[src/rtl/fabric_config_ctrl.sv]
// Bitstream-driven configuration controller: assembles one frame per column/frame
// address from 32-bit words and strobes it into the fabric. Optional checksum: FABRIC_CONFIG_CHECKSUM_EN.
module fabric_config_ctrl #(
  parameter int unsigned FrameBitsPerRow = 32,
  parameter int unsigned MaxFramesPerCol = 20,
  parameter int unsigned NumColumns      = 9,
  parameter int unsigned NumRows         = 14
) (
  input  logic                                  clk_i,
  input  logic                                  rst_ni,
  input  logic [31:0]                           bitstream_data_i,
  input  logic                                  bitstream_valid_i,
  output logic                                  busy_o,
  output logic                                  configured_o,
  output logic [FrameBitsPerRow*NumRows-1:0]    FrameData_o,
  output logic [MaxFramesPerCol*NumColumns-1:0] FrameStrobe_o
);

  localparam int unsigned StrobeW = MaxFramesPerCol * NumColumns;
  localparam int unsigned DataW   = FrameBitsPerRow * NumRows;
  localparam int unsigned RowW    = (NumRows > 1) ? $clog2(NumRows) : 1;
  localparam logic [31:0] SyncWord = 32'hFAB0_FAB1;
  localparam logic [7:0]  NumColumnsB = 8'(NumColumns);
  localparam logic [7:0]  MaxFramesB  = 8'(MaxFramesPerCol);

`ifdef FABRIC_CONFIG_CHECKSUM_EN
  typedef enum logic [2:0] {
    S_IDLE   = 3'd0,
    S_HEADER = 3'd1,
    S_DATA   = 3'd2,
    S_STROBE = 3'd3,
    S_CHECK  = 3'd4
  } state_e;
`else
  typedef enum logic [2:0] {
    S_IDLE   = 3'd0,
    S_HEADER = 3'd1,
    S_DATA   = 3'd2,
    S_STROBE = 3'd3
  } state_e;
`endif

  state_e               state_q, state_d;
  logic [7:0]           col_q, col_d;
  logic [7:0]           frame_q, frame_d;
  logic [RowW-1:0]      row_q, row_d;
  logic                 busy_q, busy_d;
  logic                 cfg_q, cfg_d;
  logic [DataW-1:0]     data_q, data_d;
  logic [StrobeW-1:0]   strobe_q, strobe_d;
  logic [15:0]          strobe_idx;
  logic                 addr_in_range;
`ifdef FABRIC_CONFIG_CHECKSUM_EN
  logic [31:0]          xor_q, xor_d;
`endif

  assign strobe_idx    = 16'(col_q) * 16'(MaxFramesPerCol) + 16'(frame_q);
  assign addr_in_range = (col_q < NumColumnsB) && (frame_q < MaxFramesB);

  always_comb begin
    state_d  = state_q;
    col_d    = col_q;
    frame_d  = frame_q;
    row_d    = row_q;
    busy_d   = busy_q;
    cfg_d    = cfg_q;
    data_d   = data_q;
    strobe_d = '0;
`ifdef FABRIC_CONFIG_CHECKSUM_EN
    xor_d    = xor_q;
`endif
    case (state_q)
      S_IDLE: begin
        if (bitstream_valid_i && (bitstream_data_i == SyncWord)) begin
          busy_d  = 1'b1;
          cfg_d   = 1'b0;
          state_d = S_HEADER;
`ifdef FABRIC_CONFIG_CHECKSUM_EN
          xor_d   = '0;
`endif
        end
      end
      // STROBE shares header decoding: a word arriving during the strobe cycle is the next header.
      S_HEADER, S_STROBE: begin
        state_d = S_HEADER;
        if (bitstream_valid_i) begin
          if (bitstream_data_i == SyncWord) begin
            busy_d  = 1'b1;
            cfg_d   = 1'b0;
`ifdef FABRIC_CONFIG_CHECKSUM_EN
            xor_d   = '0;
`endif
          end else if (bitstream_data_i[31]) begin
`ifdef FABRIC_CONFIG_CHECKSUM_EN
            state_d = S_CHECK;
`else
            state_d = S_IDLE;
            busy_d  = 1'b0;
            cfg_d   = 1'b1;
`endif
          end else begin
            col_d   = bitstream_data_i[15:8];
            frame_d = bitstream_data_i[7:0];
            row_d   = '0;
            state_d = S_DATA;
          end
        end
      end
      S_DATA: begin
        if (bitstream_valid_i) begin
          for (int unsigned r = 0; r < NumRows; r++) begin
            if (row_q == RowW'(r)) begin
              data_d[r*FrameBitsPerRow +: FrameBitsPerRow] = bitstream_data_i;
            end
          end
`ifdef FABRIC_CONFIG_CHECKSUM_EN
          xor_d = xor_q ^ bitstream_data_i;
`endif
          if (row_q == RowW'(NumRows - 1)) begin
            state_d = S_STROBE;
            for (int unsigned i = 0; i < StrobeW; i++) begin
              strobe_d[i] = addr_in_range && (strobe_idx == 16'(i));
            end
          end else begin
            row_d = row_q + 1'b1;
          end
        end
      end
`ifdef FABRIC_CONFIG_CHECKSUM_EN
      S_CHECK: begin
        if (bitstream_valid_i) begin
          state_d = S_IDLE;
          busy_d  = 1'b0;
          cfg_d   = (bitstream_data_i == xor_q);
        end
      end
`endif
      default: state_d = S_IDLE;
    endcase
  end

  always_ff @(posedge clk_i) begin
    if (!rst_ni) begin
      state_q  <= S_IDLE;
      col_q    <= '0;
      frame_q  <= '0;
      row_q    <= '0;
      busy_q   <= 1'b0;
      cfg_q    <= 1'b0;
      data_q   <= '0;
      strobe_q <= '0;
`ifdef FABRIC_CONFIG_CHECKSUM_EN
      xor_q    <= '0;
`endif
    end else begin
      state_q  <= state_d;
      col_q    <= col_d;
      frame_q  <= frame_d;
      row_q    <= row_d;
      busy_q   <= busy_d;
      cfg_q    <= cfg_d;
      data_q   <= data_d;
      strobe_q <= strobe_d;
`ifdef FABRIC_CONFIG_CHECKSUM_EN
      xor_q    <= xor_d;
`endif
    end
  end

  assign busy_o        = busy_q;
  assign configured_o  = cfg_q;
  assign FrameData_o   = data_q;
  assign FrameStrobe_o = strobe_q;

endmodule

[config.mk]
export PLATFORM = sky130hd
export DESIGN_NAME = fabric_config_ctrl
export DESIGN_NICKNAME = d
export VERILOG_FILES = /design/src/rtl/fabric_config_ctrl.sv
export SDC_FILE = /design/constraint.sdc
export NUM_CORES = 1
export LEC_CHECK = 0
export CORE_AREA = 4 4 255 257
export DETAILED_ROUTE_END_ITERATION = 12
export DIE_AREA = 0 0 259 261
export GPL_TIMING_DRIVEN = 0
export PLACE_DENSITY = 0.65
export SYNTH_ARGS = -nofsm -noshare
export SYNTH_HDL_FRONTEND = slang
export SYNTH_SLANG_ARGS = --single-unit
[constraint.sdc]
create_clock -name clk_i -period 4 [get_ports clk_i]
set_input_delay 0.8 -clock clk_i [delete_from_list [all_inputs] [get_ports clk_i]]
set_output_delay 0.8 -clock clk_i [all_outputs]
set_load 0.02 [all_outputs]
==> results of run 1 <==
## flip-flops by register name (all words and copies together) (netlist names), named ones only
signal	cells
FrameData_o	448
FrameStrobe_o	180
col_q	8
frame_q	8
row_q	4
busy_o	1
configured_o	1
state_q	1
## Yosys cell counts, types with 3 or more instances
cell type | number | share of area
a21boi_0 | 469 | 0.15
a21o_1 | 4 | 0.0013
a21oi_1 | 4 | 0.00085
a22oi_1 | 3 | 0.00096
and2_1 | 14 | 0.0037
and3_1 | 3 | 0.00080
buf_1 | 5 | 0.00080
buf_2 | 36 | 0.0077
buf_6 | 4 | 0.0019
clkbuf_1 | 204 | 0.033
dfxtp_1 | 652 | 0.55
ha_1 | 22 | 0.012
inv_1 | 7 | 0.0011
nand2_1 | 948 | 0.15
nand2b_1 | 6 | 0.0016
nand3_1 | 6 | 0.0013
nand4_1 | 19 | 0.0050
nand4b_1 | 5 | 0.0019
nor2_1 | 19 | 0.0030
nor2b_1 | 4 | 0.0011
nor3_1 | 152 | 0.032
nor3_2 | 30 | 0.013
nor4b_1 | 5 | 0.0019
o211ai_1 | 6 | 0.0019
o21ai_0 | 4 | 0.00085
o21ai_1 | 3 | 0.00064
or2_2 | 4 | 0.0011
or3_1 | 4 | 0.0011
or4_1 | 5 | 0.0016
xnor2_1 | 6 | 0.0022
xor2_1 | 3 | 0.0011
## cells in the final DEF, fill, tap and decap left out, drive strengths merged, types with 2 or more instances in the layout
master           n
a21boi         469
a21o             4
a21oi            5
a22oi            3
and2            14
and3             3
and3b            2
buf             47
bufinv           6
clkbuf         302
clkdlybuf4s50  656
clkinv          11
clkinvlp         6
dfxtp          652
fa               2
ha              22
inv              9
mux2i            2
nand2          948
nand2b           6
nand3            6
nand3b           2
nand4           19
nand4b           5
nor2            19
nor2b            4
nor3           182
nor4b            5
o2111ai          2
o211ai           6
o21a             2
o21ai            7
or2              4
or3              4
or3b             2
or4              5
xnor2            6
xor2             3
## worst paths after layout
path | to | from | slack [ns]
worst max-delay path | FrameStrobe_o[177] | col_q[1] | 0.11
worst max register to register | FrameStrobe_o[177] | col_q[1] | 0.11
worst min register to register | FrameData_o[445] | FrameData_o[445] | 0.46
worst min-delay path | FrameData_o[445] | FrameData_o[445] | 0.46
## worst max-delay path, cell delays in order, from the launching register on
cell and delay (ns):
dfxtp_1 0.39, ha_1 0.32, ha_1 0.17, inv_1 0.06
fa_1 0.41, xnor2_1 0.16, ha_1 0.36, nand3_1 0.09
a2bb2oi_1 0.17, nor3_1 0.33, mux2i_4 0.21, clkbuf_1 0.30
nor4b_1 0.75
## layer usage
layer  routed length [um]  track usage
met2                46600        0.472
met3                 9290       0.0946
met1                38400        0.326
met5                    0            0
met4                 2630       0.0846
## per-stage QoR
step / hold slack (ns) / setup TNS [ns]
2_1_floorplan: 0.457 / 0
3_3_place_gp: 0.449 / -10.62
3_5_place_dp: 0.457 / -12.39
4_1_cts: 0.464 / 0
5_1_grt: 0.476 / -0.0810
6_report: 0.460 / 0
## cells by family after synthesis
group	count (synthesis)	synth area share
adder cells (fa/ha/maj)	24	0.0134
XOR/XNOR	9	0.00335
AO/OA/AOI/OAI	502	0.160
buffers and inverters	256	0.0440
AND/OR/NAND/NOR	1235	0.224
flip-flops	652	0.555
multiplexers	2	0.000851
## power groups by stage
stage               combinational, mW  sequential (mW)  clock, mW
floorplan                       0.155             6.64          0
global placement                0.357             6.64          0
detailed placement              0.356             6.64          0
CTS                             0.356             6.49       6.79
global route                    0.370             6.49       7.05
finish                          0.357             6.49       6.69
## final cells by class
type / count / area [sq um]
fillers: 5890 / 29100
flip-flops and latches: 652 / 13100
multi-input cells: 1772 / 9490
repair buffers: 658 / 6580
clock buffers: 98 / 2040
well taps: 846 / 1060
plain buffers: 249 / 1010
clock inverters: 25 / 328
inverters: 7 / 26.3
diodes: 1 / 2.50
## what timing repair did
item / CTS / global route
pin swaps: 0 / 1
setup buffers: 0 / 2
gates resized for setup: 2 / 6
setup endpoints to repair: 100 / 73
==> run metrics, run 1 <==
power after layout 13.5 mW; fin worst setup slack 0.111 ns; DIE AREA 67600 sq um; Final #Nets 3469; Startpoint Class register; Netlist cell types 48; Design Area, Final 33600 sq um; hold depth 2; Post-Place Worst Slack -0.217 ns; total CTS buffers 70; worst-margin pin slew 1.08 ns; GP Congestion 0.899; pin count of the biggest net entering global routing 15; Power Dens Cells 403 nW/um^2; Std-Cell Rows 92; Slew headroom 0.280; FF-to-FF path depth 12; Starting Density 0.375; proportion of power drawn by combinational gates 0.026; Leak 10.9 nW; Worst-Skew Late Latency 0.59 ns; detailed placement HPWL 71900 um; Die Y 261 um; initial antenna violation count 1; CTS tree yes; maximum VDD drop 275 uV; share of layout cells above drive strength 1 0.0572; I/O pins 665; syn avg cell area 8.78 sq um; Crit Path Max Fanout 10; Via-to-Cell Ratio 4.91; die width 259 um; Reg power frac 0.480; Remaining DRCs 0; Sw Ratio 0.220; initial DRC count 1533; clock transition at the registers of the reported paths 0.06 ns; CTS Sinks 652; final worst-path cycle share 0.972; port bufs 656; Fin. Hold Viols 0; Hold Crit Class reg2reg; vias in the first global route 20400; clock root cell clkbuf_16; internal power 10.6 mW; total congestion overflow 0; Clk network pwr share 0.494; Final setup viols 0; Final Max Tran Viols 0; status complete, no violations; Async SR Flop Fraction 0; total global routing track utilization 0.275; # hold bufs at CTS 0; Cell Area, Synth 23500 sq um; Final Util 0.535; drt pass-1 iters 6; H-tree levels 3; Crit. End Element register; DR WL/cell 22.5 um; area grow syn2layout 42.7%; Max Fclk 257 MHz; Layout Cells excl Fill 4308; DRT Wirelength 96900 um; register bit total from synthesis 652; placed cell area 31200 sq um; Crit path required time 4.42 ns; Routed Antenna Nets 0; first-pass GRT wire length 139000 um; Core ar. 62700 sq um; Synth Flop Type dfxtp_1; clock skew 0.0149 ns; crit path DAT 4.30 ns; P_sw 2.98 mW; warnings from Yosys 0; crit path kind reg2reg; Max-Cap Viols 0; Tmin final 3.89 ns; sequential area share after synthesis 0.555; Post-synth EDFFs 0; routed vias 21200; post-synthesis cell count 2680; number of placed instances, taps included 4182; Syn Nets 2739; RSZ-0062 raised after global routing yes; Clock Path Buffers 3
Power figures use the tool's default switching activity.
==> run 2: changes to the inputs <==
clock period = 3.7 ns   (was 4 ns; I/O delays follow)
==> run 2 against run 1 <==
Net effect:
- clock power rose by 8.1%
- highest routed layer unchanged
- combinational power increased by 7.8%
- utilization up 0.19 points
- total power up 8.1%
- sequential power increased by 8.2%
==> run metrics, run 2 (same netlist as run 1, synthesis figures left out) <==
status complete, no violations; crit path kind reg2reg; hold depth 2 (unchanged); worst reg2reg startpoint col_q[1]; power after layout 14.6 mW (+8.1%); crit path DAT 4.04 ns (-0.26 ns); CP peak stage delay 0.52 ns (-0.23 ns); Die Y 261 um (unchanged); Clock Path Buffers 3 (unchanged); Filler cells 5887 (-0.051%); Final setup viols 0 (unchanged); CP top delay family simple AND/OR/NAND/NOR gates; Met2 Routed Length 46400 um (-0.34%); Starting Density 0.375 (unchanged); DR WL/cell 22.5 um (about the same); highest routed layer met4; fin worst setup slack 0.154 ns (+0.0422 ns); Std-Cell Rows 92 (unchanged); Remaining DRCs 0 (unchanged); pin count of the biggest net entering global routing 15 (unchanged); max FFs per register 448 (unchanged); Hold Crit Class reg2reg; RSZ-0062 raised after global routing no; antenna cell count 0 (-1); M1 WL 38400 um (unchanged); final worst-path cycle share 0.958 (-0.0137); number of placed instances, taps included 4182 (unchanged); share of layout cells above drive strength 1 0.0624 (+0.00515); Worst-Skew Late Latency 0.61 ns (+0.02 ns); Post-Place Worst Slack -0.517 ns (-0.300 ns); worst r2r dst FrameStrobe_o[170]; Fin. Hold Viols 0 (unchanged); area grow syn2layout 43.2%; worst-margin pin slew 1.09 ns (+0.00895 ns); CP Cell Sequence ha_1 > ha_1 > inv_1 > fa_1 > xnor2_1 > ha_1 > or4_1 > nor3_1 > and3_1 > buf_2 > clkbuf_4 > nand4_1 > clkbuf_4 > nor3_2; Worst Hold Path EP FrameData_o[146]; Reg area 13100 sq um (about the same); most frequent cells in the layout 948 x nand2_1, 656 x clkdlybuf4s50_1, 651 x dfxtp_1; slowest CP cell or4_1; port bufs 656 (unchanged); met3 routed WL 9300 um (about the same); detailed placement HPWL 71900 um (unchanged); drt pass-1 iters 6 (unchanged); initial antenna violation count 1 (unchanged); sum of buffers and inverters on the critical path 4 (+2); die width 259 um (unchanged); maximum VDD drop 297 uV (+8.1%); CTS Sinks 652 (unchanged); Leak 11.0 nW (+0.54%); GP Congestion 0.899 (unchanged); Power Dens Cells 434 nW/um^2 (+7.7%); min-delay src FrameData_o[146]; DRT Wirelength 96900 um (about the same); total global routing track utilization 0.275 (+0.000289); Crit. End Element register; Final Max Tran Viols 0 (unchanged); FF-to-FF path depth 14 (+2); initial DRC count 1590 (+3.7%); total CTS buffers 70 (unchanged); clock transition at the registers of the reported paths 0.06 ns (about the same); Max Fclk 282 MHz (+9.6%); clock skew 0.0179 ns (+0.00297 ns); vias in the first global route 20500 (+0.23%); routed vias 21100 (-0.12%); DIE AREA 67600 sq um (unchanged); Crit Path Max Fanout 10 (unchanged); Critical Path Source col_q[1]; Routed Antenna Nets 0 (unchanged); H-tree levels 3 (unchanged); Max-Cap Viols 0 (unchanged); clock root cell clkbuf_16; Crit path required time 4.19 ns (-0.23 ns); Layout Cells excl Fill 4310 (+0.046%); reg2reg setup slack 0.15 ns (+0.04 ns); I/O pins 665 (unchanged); CP most frequent cell ha_1; CTS tree yes; Core ar. 62700 sq um (unchanged); final hold slack 0.461 ns (+0.000431 ns); total congestion overflow 0 (unchanged); Slew headroom 0.274 (-0.00596); Final #Nets 3472 (+0.086%); Final Util 0.537 (+0.00191); Via-to-Cell Ratio 4.91 (-0.16%); multi-input combinational cell area 9540 sq um (+0.55%); Tmin final 3.55 ns (-0.342 ns); Startpoint Class register; first-pass GRT wire length 139000 um (+0.12%); most common cell after layout, fill and taps aside nand2_1
-- run 2: changes by cell type in the layout (fill, tap and decap cells not counted), sizes merged --
cell    change
diode       -1
clkbuf      +3
-- run 2: power by group --
part | switching (mW) | internal [mW]
logic | 0.272 | 0.113
registers | 0.0000000000218 | 7.02
clock network | 2.95 | 4.28
total | 3.23 | 11.4
-- run 2: timing repair --
item / in CTS / in global routing
hold buffers: 0 / 0
endpoints found under the setup margin: 172 / 178
pin swaps: 1 / 1
hold endpoints to repair: 0 / 0
setup buffers: 2 / 3
gates resized for setup: 13 / 45
-- run 2: final cells by class --
class                   count  share of cell area
plain buffers             249              0.0314
well taps                 846              0.0314
inverters                   7            0.000779
flip-flops and latches    652               0.387
clock inverters            25             0.00972
multi-input cells        1772               0.283
clock buffers              98              0.0605
repair buffers            661               0.196
-- run 2: through the flow --
step	TNS (ns)	cell area [sq um]
after detailed placement	-47.20	31200
after global routing	0	33700
after floorplan	0	23500
after global placement	-43.48	31200
final	0	33700
after CTS	0	33600
-- run 2: worst max path at each step --
stage,to,slack [ns],cells after the start
floorplan,FrameStrobe_o[143],0.55,13
CTS,FrameStrobe_o[179],0.009,12
global route,FrameStrobe_o[26],0.003,14
global placement,FrameStrobe_o[164],-0.50,13
finish,FrameStrobe_o[170],0.15,14
detailed placement,FrameStrobe_o[164],-0.52,13
-- run 2: metal layers --
metal  track usage  up-vias
li1              -    10200
met1         0.327    10000
met2         0.474      760
met3        0.0929      145
met4        0.0820        0
met5             0        -
-- run 2: tightest hold or removal path, cell delays in order, from the launching register on --
cell and delay, ns:
dfxtp_1 0.31, nand2_1 0.04, a21boi_0 0.06
==> run 3: changes to the inputs <==
CAP_MARGIN = 20   (was unset)
==> results of run 3 <==
The final DEF is identical to that of run 2; final timing and power are the same.
